## src/rtl/uart_rx_fifo.sv

```systemverilog
// Receive-side FIFO behind the UART receiver: captures one entry per rising edge of
// new_data and presents the oldest entry first-word-fall-through to the host.
module uart_rx_fifo #(
   parameter int DEPTH_LOG2 = 4,
   parameter int AFULL_LVL  = 12
) (
   input  logic                  clk,
   input  logic                  rst,
   input  logic [7:0]            data_i,
   input  logic                  valid_i,
   input  logic                  parity_en,
   input  logic                  new_data,
   input  logic                  rd,
   input  logic                  flush,
   input  logic                  overflow_clr,
   output logic [7:0]            data_o,
   output logic                  perr_o,
   output logic                  rd_valid,
   output logic                  full,
   output logic                  afull,
   output logic [DEPTH_LOG2:0]   count,
   output logic                  overflow,
   output logic [7:0]            perr_cnt
);

   localparam int DEPTH = 2 ** DEPTH_LOG2;
   localparam logic [DEPTH_LOG2:0]   FULL_LVL  = (DEPTH_LOG2 + 1)'(DEPTH);
   localparam logic [DEPTH_LOG2:0]   AFULL_THR = (DEPTH_LOG2 + 1)'(AFULL_LVL);
   localparam logic [DEPTH_LOG2:0]   CNT_ONE   = (DEPTH_LOG2 + 1)'(1);
   localparam logic [DEPTH_LOG2-1:0] PTR_ONE   = DEPTH_LOG2'(1);

   // Each entry is {parity_error, data_byte}.
   logic [8:0]            mem [DEPTH];
   logic [DEPTH_LOG2-1:0] wr_ptr;
   logic [DEPTH_LOG2-1:0] rd_ptr;
   logic                  new_data_d;

   logic push;
   logic pop;
   logic push_ok;
   logic drop;
   logic perr_in;
   logic is_full;

   assign push    = new_data & ~new_data_d;
   assign perr_in = parity_en & ~valid_i;
   assign is_full = (count == FULL_LVL);
   assign pop     = rd & rd_valid;
   // A pop on the same edge frees the slot, so a push into a full FIFO survives.
   assign push_ok = push & (~is_full | pop);
   assign drop    = push & is_full & ~pop;

   assign rd_valid = (count != '0);
   assign full     = is_full;
   assign afull    = (count >= AFULL_THR);
   assign data_o   = rd_valid ? mem[rd_ptr][7:0] : 8'h00;
   assign perr_o   = rd_valid & mem[rd_ptr][8];

   // NOTE: storage has no reset; validity is tracked by count, so stale contents are never visible.
   always_ff @(posedge clk) begin
      if (push_ok && !flush) begin
         mem[wr_ptr] <= {perr_in, data_i};
      end
   end

   // NOTE: all state below uses non-blocking assignments so every register samples pre-edge values.
   always_ff @(posedge clk or negedge rst) begin
      if (!rst) begin
         wr_ptr     <= '0;
         rd_ptr     <= '0;
         count      <= '0;
         new_data_d <= 1'b0;
         overflow   <= 1'b0;
         perr_cnt   <= 8'h00;
      end else begin
         new_data_d <= new_data;
         if (flush) begin
            wr_ptr   <= '0;
            rd_ptr   <= '0;
            count    <= '0;
            overflow <= 1'b0;
            perr_cnt <= 8'h00;
         end else begin
            if (push_ok) begin
               wr_ptr <= wr_ptr + PTR_ONE;
            end
            if (pop) begin
               rd_ptr <= rd_ptr + PTR_ONE;
            end
            unique case ({push_ok, pop})
               2'b10:   count <= count + CNT_ONE;
               2'b01:   count <= count - CNT_ONE;
               default: count <= count;
            endcase
            // A new drop wins over a simultaneous clear.
            if (drop) begin
               overflow <= 1'b1;
            end else if (overflow_clr) begin
               overflow <= 1'b0;
            end
            if (push_ok && perr_in && (perr_cnt != 8'hFF)) begin
               perr_cnt <= perr_cnt + 8'd1;
            end
         end
      end
   end

endmodule

```

## config.mk

```make
export PLATFORM = sky130hd
export DESIGN_NAME = uart_rx_fifo
export DESIGN_NICKNAME = d
export VERILOG_FILES = /design/src/rtl/uart_rx_fifo.sv
export SDC_FILE = /design/constraint.sdc
export NUM_CORES = 1
export LEC_CHECK = 0
export CORE_MARGIN = 4
export CORE_UTILIZATION = 35
export CTS_BUF_LIST = sky130_fd_sc_hd__clkbuf_8
export DETAILED_ROUTE_END_ITERATION = 16
export SYNTH_ARGS = -nofsm -noshare
export SYNTH_HDL_FRONTEND = slang
export SYNTH_SLANG_ARGS = --single-unit
```

## constraint.sdc

```tcl
create_clock -name clk -period 2.4 [get_ports clk]
set_clock_uncertainty 0.1 [all_clocks]
set_input_delay 0.48 -clock clk [delete_from_list [all_inputs] [get_ports clk]]
set_output_delay 0.48 -clock clk [all_outputs]
set_load 0.1 [all_outputs]
```

==> impl_metrics.json, run 1 <==
{
  "fill_cells": 1709,
  "hp-class": "in2async",
  "routedWlPerCell_um": 19.85,
  "critPathLaunchType": "flop",
  "drt-total-wl_um": 15180,
  "hpwl_um": 9957,
  "fin_ws_ns": -0.6448,
  "ys_seq_elements": 167,
  "stdcell_count": 765,
  "overflow": 0,
  "rows": 51,
  "critPathCaptureType": "output port",
  "grt_max_degree": 24,
  "drv_slew": 0,
  "violations": "setup timing",
  "drt_iter0_drc": 205,
  "slew_headroom": 0.5687,
  "outcome": "finished with violations",
  "io_pins": 42,
  "synth_most_common_cell": "edfxtp_1",
  "start_util": 0.3565,
  "die-height_um": 148.8,
  "dr.pass1.iters": 5,
  "yosys_most_used_dff": "edfxtp_1",
  "critPathKind": "reg2out",
  "cpMaxStageDelayCell": "mux4_2",
  "grt_usage": 0.1453,
  "synth-async-reset-ratio": 0.1377,
  "p_leak_nw": 3.006,
  "diodes": 0,
  "synth_edf_count": 144,
  "synth_top_area_cell": "edfxtp_1",
  "gp_congestion": 0.7774,
  "ctsHtreeMaxLevel": 4,
  "clock_path_buffers": 2,
  "cap_viol_max_count": 0,
  "synthesis.area_mm2": 0.006939,
  "synthCells": 378,
  "grt_pass1_vias": 4052,
  "rsz0062_at_grt": "true",
  "floorplan.die.width_um": 148.8,
  "synth.avg_cell_area_um2": 18.36,
  "synth.distinct_cells": 44,
  "setup_tns_ns": -5.798,
  "yosys-top-cells-count": "144 x edfxtp_1, 45 x mux4_2, 39 x nor2_1",
  "place_area_mm2": 0.008275,
  "syn_to_final_growth_pct": 26.45,
  "clkTransAtPathRegs_ns": 0.09,
  "cp.required_ns": 1.82,
  "numClockSinks": 167,
  "synth_nets": 402,
  "insertion_delay_ns": 0.44,
  "ant_nets": 0,
  "yosysSeqAreaShare": 0.7061,
  "synth_top_area_share": 0.6232,
  "io_buffers": 41,
  "fin_nets": 511,
  "core_area_mm2": 0.01946,
  "hold_viol_final": 0,
  "critPathMostFrequentCell": "mux4_2",
  "grt_pass1_wl_um": 23950,
  "post-route-period-util": 1.269,
  "design_area_mm2": 0.008775,
  "cp_cell_sequence": "buf_4 > mux4_2 > mux4_2 > and2_4 > buf_12",
  "tritoncts": "done",
  "ir_worst_vdd_mv": 1.016,
  "layout-drive-gt1-share": 0.3900,
  "p_per_area_mw_per_mm2": 1097,
  "vias": 3865,
  "synth.area.top_cells": "edfxtp_1 62%, mux4_2 15%, dfrtp_1 8.3%",
  "cp_max_fo": 9,
  "cp.arrival_ns": 2.46,
  "placed_cells": 725,
  "critPathMaxStageDelay_ns": 0.52,
  "die-area_mm2": 0.02214,
  "period_needed_ns": 3.045,
  "holdBufCountCts": 0,
  "drt-vias-per-instance": 5.052,
  "setup_viol": 12,
  "root_buffer": "clkbuf_8",
  "yosys_warnings": 0,
  "numCtsBuffers": 17,
  "drc_errors": 0,
  "antenna_found_initial": 0,
  "tightest_slew_ns": 0.6470,
  "holdWs_ns": 0.2924,
  "fmax_ghz": 0.3284
}
-- layer usage --
layer	track usage	wire, µm	vias up
met1	0.1913	6503	2035
met5	0	0	-
li1	-	-	1719
met2	0.2498	7792	96
met3	0.03555	758	15
met4	0.02609	128	0
-- kinds of logic after synthesis --
logic type,Yosys count,share of synthesized area
muxes,49,0.1518
buffers and inverters,23,0.01803
AOI/OAI and AO/OA,22,0.02254
and+or+nand+nor,95,0.06942
xor gates and xnor gates,14,0.01767
adders and majority gates,8,0.01443
DFF,167,0.7061
-- worst paths after layout --
check | slack [ns] | cells past startpoint | to | from
setup reg to reg | -0.07 | 8 | count[4]$_DFFE_PN0P_ | count[3]$_DFFE_PN0P_
min in group clk | 0.43 | 2 | overflow$_DFFE_PN0P_ | overflow$_DFFE_PN0P_
max in group asynchronous | 1.65 | 2 | count[4]$_DFFE_PN0P_ | rst
hold / removal | 0.29 | 2 | count[0]$_DFFE_PN0P_ | rst
hold reg to reg | 0.43 | 2 | overflow$_DFFE_PN0P_ | overflow$_DFFE_PN0P_
setup / recovery | -0.64 | 5 | data_o[6] | rd_ptr[0]$_DFFE_PN0P_
-- layout by cell type, fill, tap and decap left out, types with 14 or more instances in the layout --
| master | count |
|---|---|
| edfxtp_1 | 144 |
| mux4_2 | 45 |
| buf_12 | 22 |
| clkbuf_8 | 17 |
| nand2_1 | 14 |
| clkdlybuf4s50_1 | 15 |
| dfrtp_1 | 17 |
| nor2_1 | 36 |
| buf_4 | 66 |
-- power by group --
part	switching [mW]	internal, mW	leakage (nW)	total, mW
clock network	1.03	0.930	0.196	1.96
logic	2.48	1.88	1.21	4.36
registers	0.0765	3.23	1.60	3.31
total	3.58	6.04	3.01	9.63
-- area by class of cell --
| type | count | area (µm²) | share of cell area |
|---|---|---|---|
| Clock inverter | 15 | 152.6 | 0.01740 |
| Multi-Input combinational cell | 188 | 1993 | 0.2271 |
| Sequential cell | 167 | 4917 | 0.5604 |
| Inverter | 7 | 26.28 | 0.002994 |
| Timing Repair Buffer | 106 | 1120 | 0.1276 |
| Tap cell | 265 | 331.6 | 0.03779 |
| Clock buffer | 17 | 234.0 | 0.02666 |
-- stage by stage --
step | setup slack (ns) | util | power (mW)
global placement | -0.3504 | 0.4252 | 7.446
detailed placement | -0.4110 | 0.4252 | 7.486
global route | -0.7268 | 0.4509 | 10.04
floorplan | -0.2526 | - | 6.131
CTS | -0.6834 | 0.4482 | 9.597
finish | -0.6448 | 0.4509 | 9.625
-- repair_timing --
action,4_1_cts,5_1_grt
buffers inserted,5,3
setup endpoints to repair,12,13
pin swaps,5,9
resized for setup,5,8
-- worst max-delay path: cells and delay by family (launching register included) --
family / cells / cell delay (ns)
DFF: 1 / 0.44
and+or+nand+nor: 1 / 0.19
muxes: 2 / 0.99
buffers and inverters: 2 / 0.39
-- sequential cells by signal (all words and copies together) (netlist names) --
name        cells
mem           144
perr_cnt        8
count           5
rd_ptr          4
wr_ptr          4
new_data_d      1
overflow        1
No activity file was read; power rests on OpenSTA's default activity.
==> run 2, diff against run 1 <==
- MAX_ROUTING_LAYER: unset -> met4
==> run 2 against run 1 <==
Against the previous run:
- the flow still finishes with violations (setup timing)
- hold slack got worse by 0.00079 ns
- fmax is essentially flat
- highest routed layer unchanged
- clock power barely moved
- via count about the same
- non-clock buffer count shrank 2
- sequential share of layout area increased by 0.072 points
- wire length about the same
- combinational power is essentially flat
- die area stayed put
- critical endpoint unchanged
- design area is 0.13% lower
- critical path depth did not move
==> impl_metrics.json, run 2 (synthesized netlist as in run 1, its figures left out) <==
{
  "layout_commonest_cell": "edfxtp_1",
  "drt-total-wl_um": 15190,
  "top_usage_layer": "met2",
  "r2r_start": "count[3]$_DFFE_PN0P_",
  "final_cell_mix": "144 x edfxtp_1, 64 x buf_4, 45 x mux4_2",
  "met3_usage": 0.03282,
  "ant_nets": 0,
  "critPathMostFrequentCell": "mux4_2",
  "place_area_mm2": 0.008275,
  "hpwl_um": 9957,
  "start_util": 0.3565,
  "rows": 51,
  "hp-class": "in2async",
  "fin_util": 0.4503,
  "fin_ws_ns": -0.6439,
  "root_buffer": "clkbuf_8",
  "numCtsBuffers": 17,
  "rsz0062_at_grt": "true",
  "tritoncts": "done",
  "io_pins": 42,
  "hold_viol_final": 0,
  "largest-register": "mem",
  "core_area_mm2": 0.01946,
  "holdBufCountCts": 0,
  "pre_cts_slack_ns": -0.4110,
  "drc_errors": 0,
  "die-height_um": 148.8,
  "cp_max_fo": 9,
  "r2r-end": "count[4]$_DFFE_PN0P_",
  "tightest_slew_ns": 0.6307,
  "design_area_mm2": 0.008763,
  "grt_util_met2": 0.2482,
  "critPathKind": "reg2out",
  "fill_cells": 1709,
  "setup_tns_ns": -5.813,
  "period_needed_ns": 3.044,
  "grt_max_degree": 24,
  "cp.required_ns": 1.82,
  "outcome": "finished with violations",
  "top_regs": "mem (144), perr_cnt (8), count (5)",
  "use_met1": 0.1949,
  "clock_path_buffers": 2,
  "holdWs_ns": 0.2916,
  "power.total_mw": 9.613,
  "grt_pass1_vias": 4045,
  "drt_iter0_drc": 237,
  "p_leak_nw": 2.994,
  "fin_nets": 509,
  "cap_viol_max_count": 0,
  "diodes": 0,
  "gp_congestion": 0.7880,
  "antenna_found_initial": 0,
  "critPathMaxStageDelay_ns": 0.52,
  "ir_worst_vdd_mv": 1.030,
  "slew_headroom": 0.5796,
  "ff2ff_setup_slack_ns": -0.08,
  "worstRegToRegCells": 9,
  "insertion_delay_ns": 0.45,
  "violations": "setup timing",
  "cp.arrival_ns": 2.46,
  "largest_reg_flops": 144,
  "clkTransAtPathRegs_ns": 0.09,
  "cpMaxStageDelayCell": "mux4_2",
  "drt-vias-per-instance": 5.069,
  "fmax_ghz": 0.3285,
  "grt_usage": 0.1497,
  "die-area_mm2": 0.02214,
  "cp_cell_sequence": "buf_4 > mux4_2 > mux4_2 > and2_4 > buf_12",
  "placed_cells": 725,
  "vias": 3868,
  "stdcell_count": 763,
  "critPathLaunchType": "flop",
  "dr.pass1.iters": 4,
  "drv_slew": 0,
  "io_buffers": 41,
  "critPathCaptureType": "output port",
  "numClockSinks": 167,
  "post-route-period-util": 1.268,
  "grt_pass1_wl_um": 23960,
  "floorplan.die.width_um": 148.8,
  "p_per_area_mw_per_mm2": 1097,
  "routedWlPerCell_um": 19.90,
  "overflow": 0,
  "setup_viol": 11,
  "syn_to_final_growth_pct": 26.29,
  "ctsHtreeMaxLevel": 4,
  "layout-drive-gt1-share": 0.3896
}
[run 2: timing repair]
action                     CTS  global route
setup endpoints to repair   12            13
pin swaps                    5             9
gates resized for setup      5             9
buffers inserted             5             1
[run 2: worst max-delay path by stage]
| stage | from | to | slack (ns) | cells past startpoint |
|---|---|---|---|---|
| 6_report | rd_ptr[0]$_DFFE_PN0P_ | data_o[6] | -0.64 | 5 |
| 5_1_grt | rd_ptr[0]$_DFFE_PN0P_ | data_o[6] | -0.73 | 5 |
| 4_1_cts | rd_ptr[0]$_DFFE_PN0P_ | data_o[6] | -0.68 | 5 |
| 3_5_place_dp | new_data | count[4]$_DFFE_PN0P_ | -0.41 | 9 |
| 3_3_place_gp | new_data | count[4]$_DFFE_PN0P_ | -0.35 | 9 |
| 2_1_floorplan | count[3]$_DFFE_PN0P_ | count[4]$_DFFE_PN0P_ | -0.25 | 8 |
[run 2: cell type report]
| class | instances | area, µm² | area share |
|---|---|---|---|
| multi-input cells | 188 | 1997 | 0.2279 |
| flip-flops and latches | 167 | 4917 | 0.5611 |
| repair buffers | 104 | 1105 | 0.1261 |
| well taps | 265 | 331.6 | 0.03784 |
| clock inverters | 15 | 152.6 | 0.01742 |
| inverters | 7 | 26.28 | 0.002998 |
| clock buffers | 17 | 234.0 | 0.02670 |
[run 2: worst max-delay path: cells and delay by family (launching register included)]
kind / cells / cell delay, ns
muxes: 2 / 0.99
and+or+nand+nor: 1 / 0.19
DFF: 1 / 0.43
buffers and inverters: 2 / 0.39
[run 2: power breakdown]
group	switching, mW	internal [mW]	leakage, nW
sequential	0.0778	3.23	1.60
combinational	2.47	1.87	1.20
clock	1.03	0.930	0.196
[run 2: metal layers]
layer,vias up,share of wire
met5,-,0
met4,0,0.0066
met3,12,0.042
met2,97,0.51
met1,2045,0.44
li1,1714,-
==> run 3, diff against run 2 <==
- PLACE_DENSITY_LB_ADDON: unset -> 0.2
- clock period: 2.4 -> 2.6 ns (I/O delays scaled with it)
==> run 3 against run 2 <==
Against the previous run:
- the flow still finishes with violations (setup timing)
- combinational power decreased by 10%
- critical path type unchanged
- via count decreased by 2.7%
- design area increased by 0.13%
- worst setup slack improved by 0.10 ns
- clock-buffer cell count unchanged
- largest power group unchanged
- die area unchanged
- largest cell class unchanged
==> impl_metrics.json, run 3 (synthesized netlist as in run 1, its figures left out) <==
{
  "largest_reg_flops": 144,
  "fin_ws_ns": -0.5432,
  "layout_commonest_cell": "edfxtp_1",
  "hpwl_um": 10090,
  "vias": 3763,
  "root_buffer": "clkbuf_8",
  "grt_max_degree": 26,
  "critPathMaxStageDelay_ns": 0.55,
  "critPathLaunchType": "flop",
  "critPathMostFrequentCell": "buf_12",
  "drt-total-wl_um": 15280,
  "p_leak_nw": 3.006,
  "numCtsBuffers": 17,
  "overflow": 0,
  "top_regs": "mem (144), perr_cnt (8), count (5)",
  "design_area_mm2": 0.008775,
  "period_needed_ns": 3.143,
  "hold_viol_final": 0,
  "critPathKind": "reg2out",
  "grt_pass1_vias": 3921,
  "rsz0062_at_grt": "true",
  "p_per_area_mw_per_mm2": 1013,
  "final_cell_mix": "144 x edfxtp_1, 61 x buf_4, 45 x mux4_2",
  "post-route-period-util": 1.209,
  "ir_worst_vdd_mv": 0.7618,
  "syn_to_final_growth_pct": 26.45,
  "dr.pass1.iters": 4,
  "cp_cell_sequence": "buf_12 > buf_12 > mux4_2 > mux4_2 > and2_4 > buf_12",
  "die-area_mm2": 0.02214,
  "tightest_slew_ns": 0.6273,
  "setup_viol": 9,
  "diodes": 0,
  "crit_family": "multiplexers",
  "grt_pass1_wl_um": 23600,
  "drt_iter0_drc": 290,
  "place_area_mm2": 0.008230,
  "ant_nets": 0,
  "gp_congestion": 0.8128,
  "violations": "setup timing",
  "fmax_ghz": 0.3182,
  "layout-drive-gt1-share": 0.3717,
  "floorplan.die.width_um": 148.8,
  "cap_viol_max_count": 0,
  "drc_errors": 0,
  "fin_util": 0.4509,
  "io_pins": 42,
  "holdWs_ns": 0.3532,
  "drt-vias-per-instance": 4.951,
  "largest-register": "mem",
  "antenna_found_initial": 0,
  "clock_path_buffers": 2,
  "clkTransAtPathRegs_ns": 0.09,
  "grt_usage": 0.1502,
  "cp.required_ns": 1.98,
  "fin_nets": 507,
  "critPathCaptureType": "output port",
  "core_area_mm2": 0.01946,
  "start_util": 0.3565,
  "cp_max_fo": 7,
  "cp.arrival_ns": 2.52,
  "numClockSinks": 167,
  "hp-class": "in2async",
  "routedWlPerCell_um": 20.11,
  "cpMaxStageDelayCell": "mux4_2",
  "tritoncts": "done",
  "slew_headroom": 0.5805,
  "io_buffers": 41,
  "drv_slew": 0,
  "die-height_um": 148.8,
  "ff2ff_setup_slack_ns": 0.13,
  "insertion_delay_ns": 0.45,
  "rows": 51,
  "crit_buf_inv": 3,
  "fill_cells": 1688,
  "outcome": "finished with violations",
  "ctsHtreeMaxLevel": 4
}
==> run 3: path summary, 6_finish.rpt <==
path / start / cells past startpoint / end
max: rd_ptr[0]$_DFFE_PN0P_ / 6 / perr_o
max in group asynchronous: rst / 2 / perr_cnt[7]$_DFFE_PN0P_
min: rst / 1 / count[0]$_DFFE_PN0P_
max reg2reg: count[3]$_DFFE_PN0P_ / 10 / count[4]$_DFFE_PN0P_
min in group clk: overflow$_DFFE_PN0P_ / 2 / overflow$_DFFE_PN0P_
min reg2reg: overflow$_DFFE_PN0P_ / 2 / overflow$_DFFE_PN0P_
==> run 3: report_power, final <==
part	internal [mW]	total (mW)	switching, mW
sequential	2.98	3.07	0.0858
clock	0.957	1.91	0.957
combinational	1.68	3.91	2.23
total	5.62	8.89	3.27
==> run 3: metal layers <==
metal  vias to the layer above  wire, µm  share of wire  track usage
li1                       1712         -              -            -
met1                      1947      6628           0.43       0.1934
met2                        95      7896           0.52       0.2455
met3                         9       662          0.043      0.03282
met4                         0        95         0.0062      0.03844
met5                         -         0              0            -
==> run 3: stage by stage <==
stage | total power [mW] | setup TNS, ns | setup WS [ns] | std cells
6_report | 8.893 | -4.395 | -0.5432 | 760
5_1_grt | 9.258 | -5.170 | -0.6090 | 760
4_1_cts | 8.879 | -4.937 | -0.5708 | 755
3_5_place_dp | 6.836 | -1.637 | -0.2531 | 719
3_3_place_gp | 6.819 | -1.436 | -0.1790 | 719
2_1_floorplan | 5.608 | -0.05262 | -0.05262 | 378
==> run 3: cell type report <==
cell class                 instances  area (µm²)  share of cell area
clock buffer                      17       234.0             0.02666
clock inverter                    14       173.9             0.01982
inverter                           7       26.28            0.002994
multi-input combinational        188        1966              0.2240
sequential                       167        4917              0.5604
tap                              265       331.6             0.03779
timing repair buffer             102        1126              0.1283
==> run 3: worst register-to-register path, cell delays in order (launching register included) <==
cell	delay [ns]
dfrtp_4	0.51
nor4_4	0.30
buf_4	0.16
a211oi_4	0.07
xnor2_1	0.15
ha_1	0.18
nor2_1	0.05
a2111oi_1	0.36
o32a_1	0.26
a32oi_1	0.10
o41ai_1	0.09
==> run 3: repair_timing <==
action / in CTS / in global routing
hold endpoints to repair: 0 / 0
pin swaps: 2 / 7
setup endpoints to repair: 10 / 11
gates resized for setup: 2 / 4
buffers inserted: 4 / 5
hold buffers: 0 / 0
gates cloned: 1 / 0
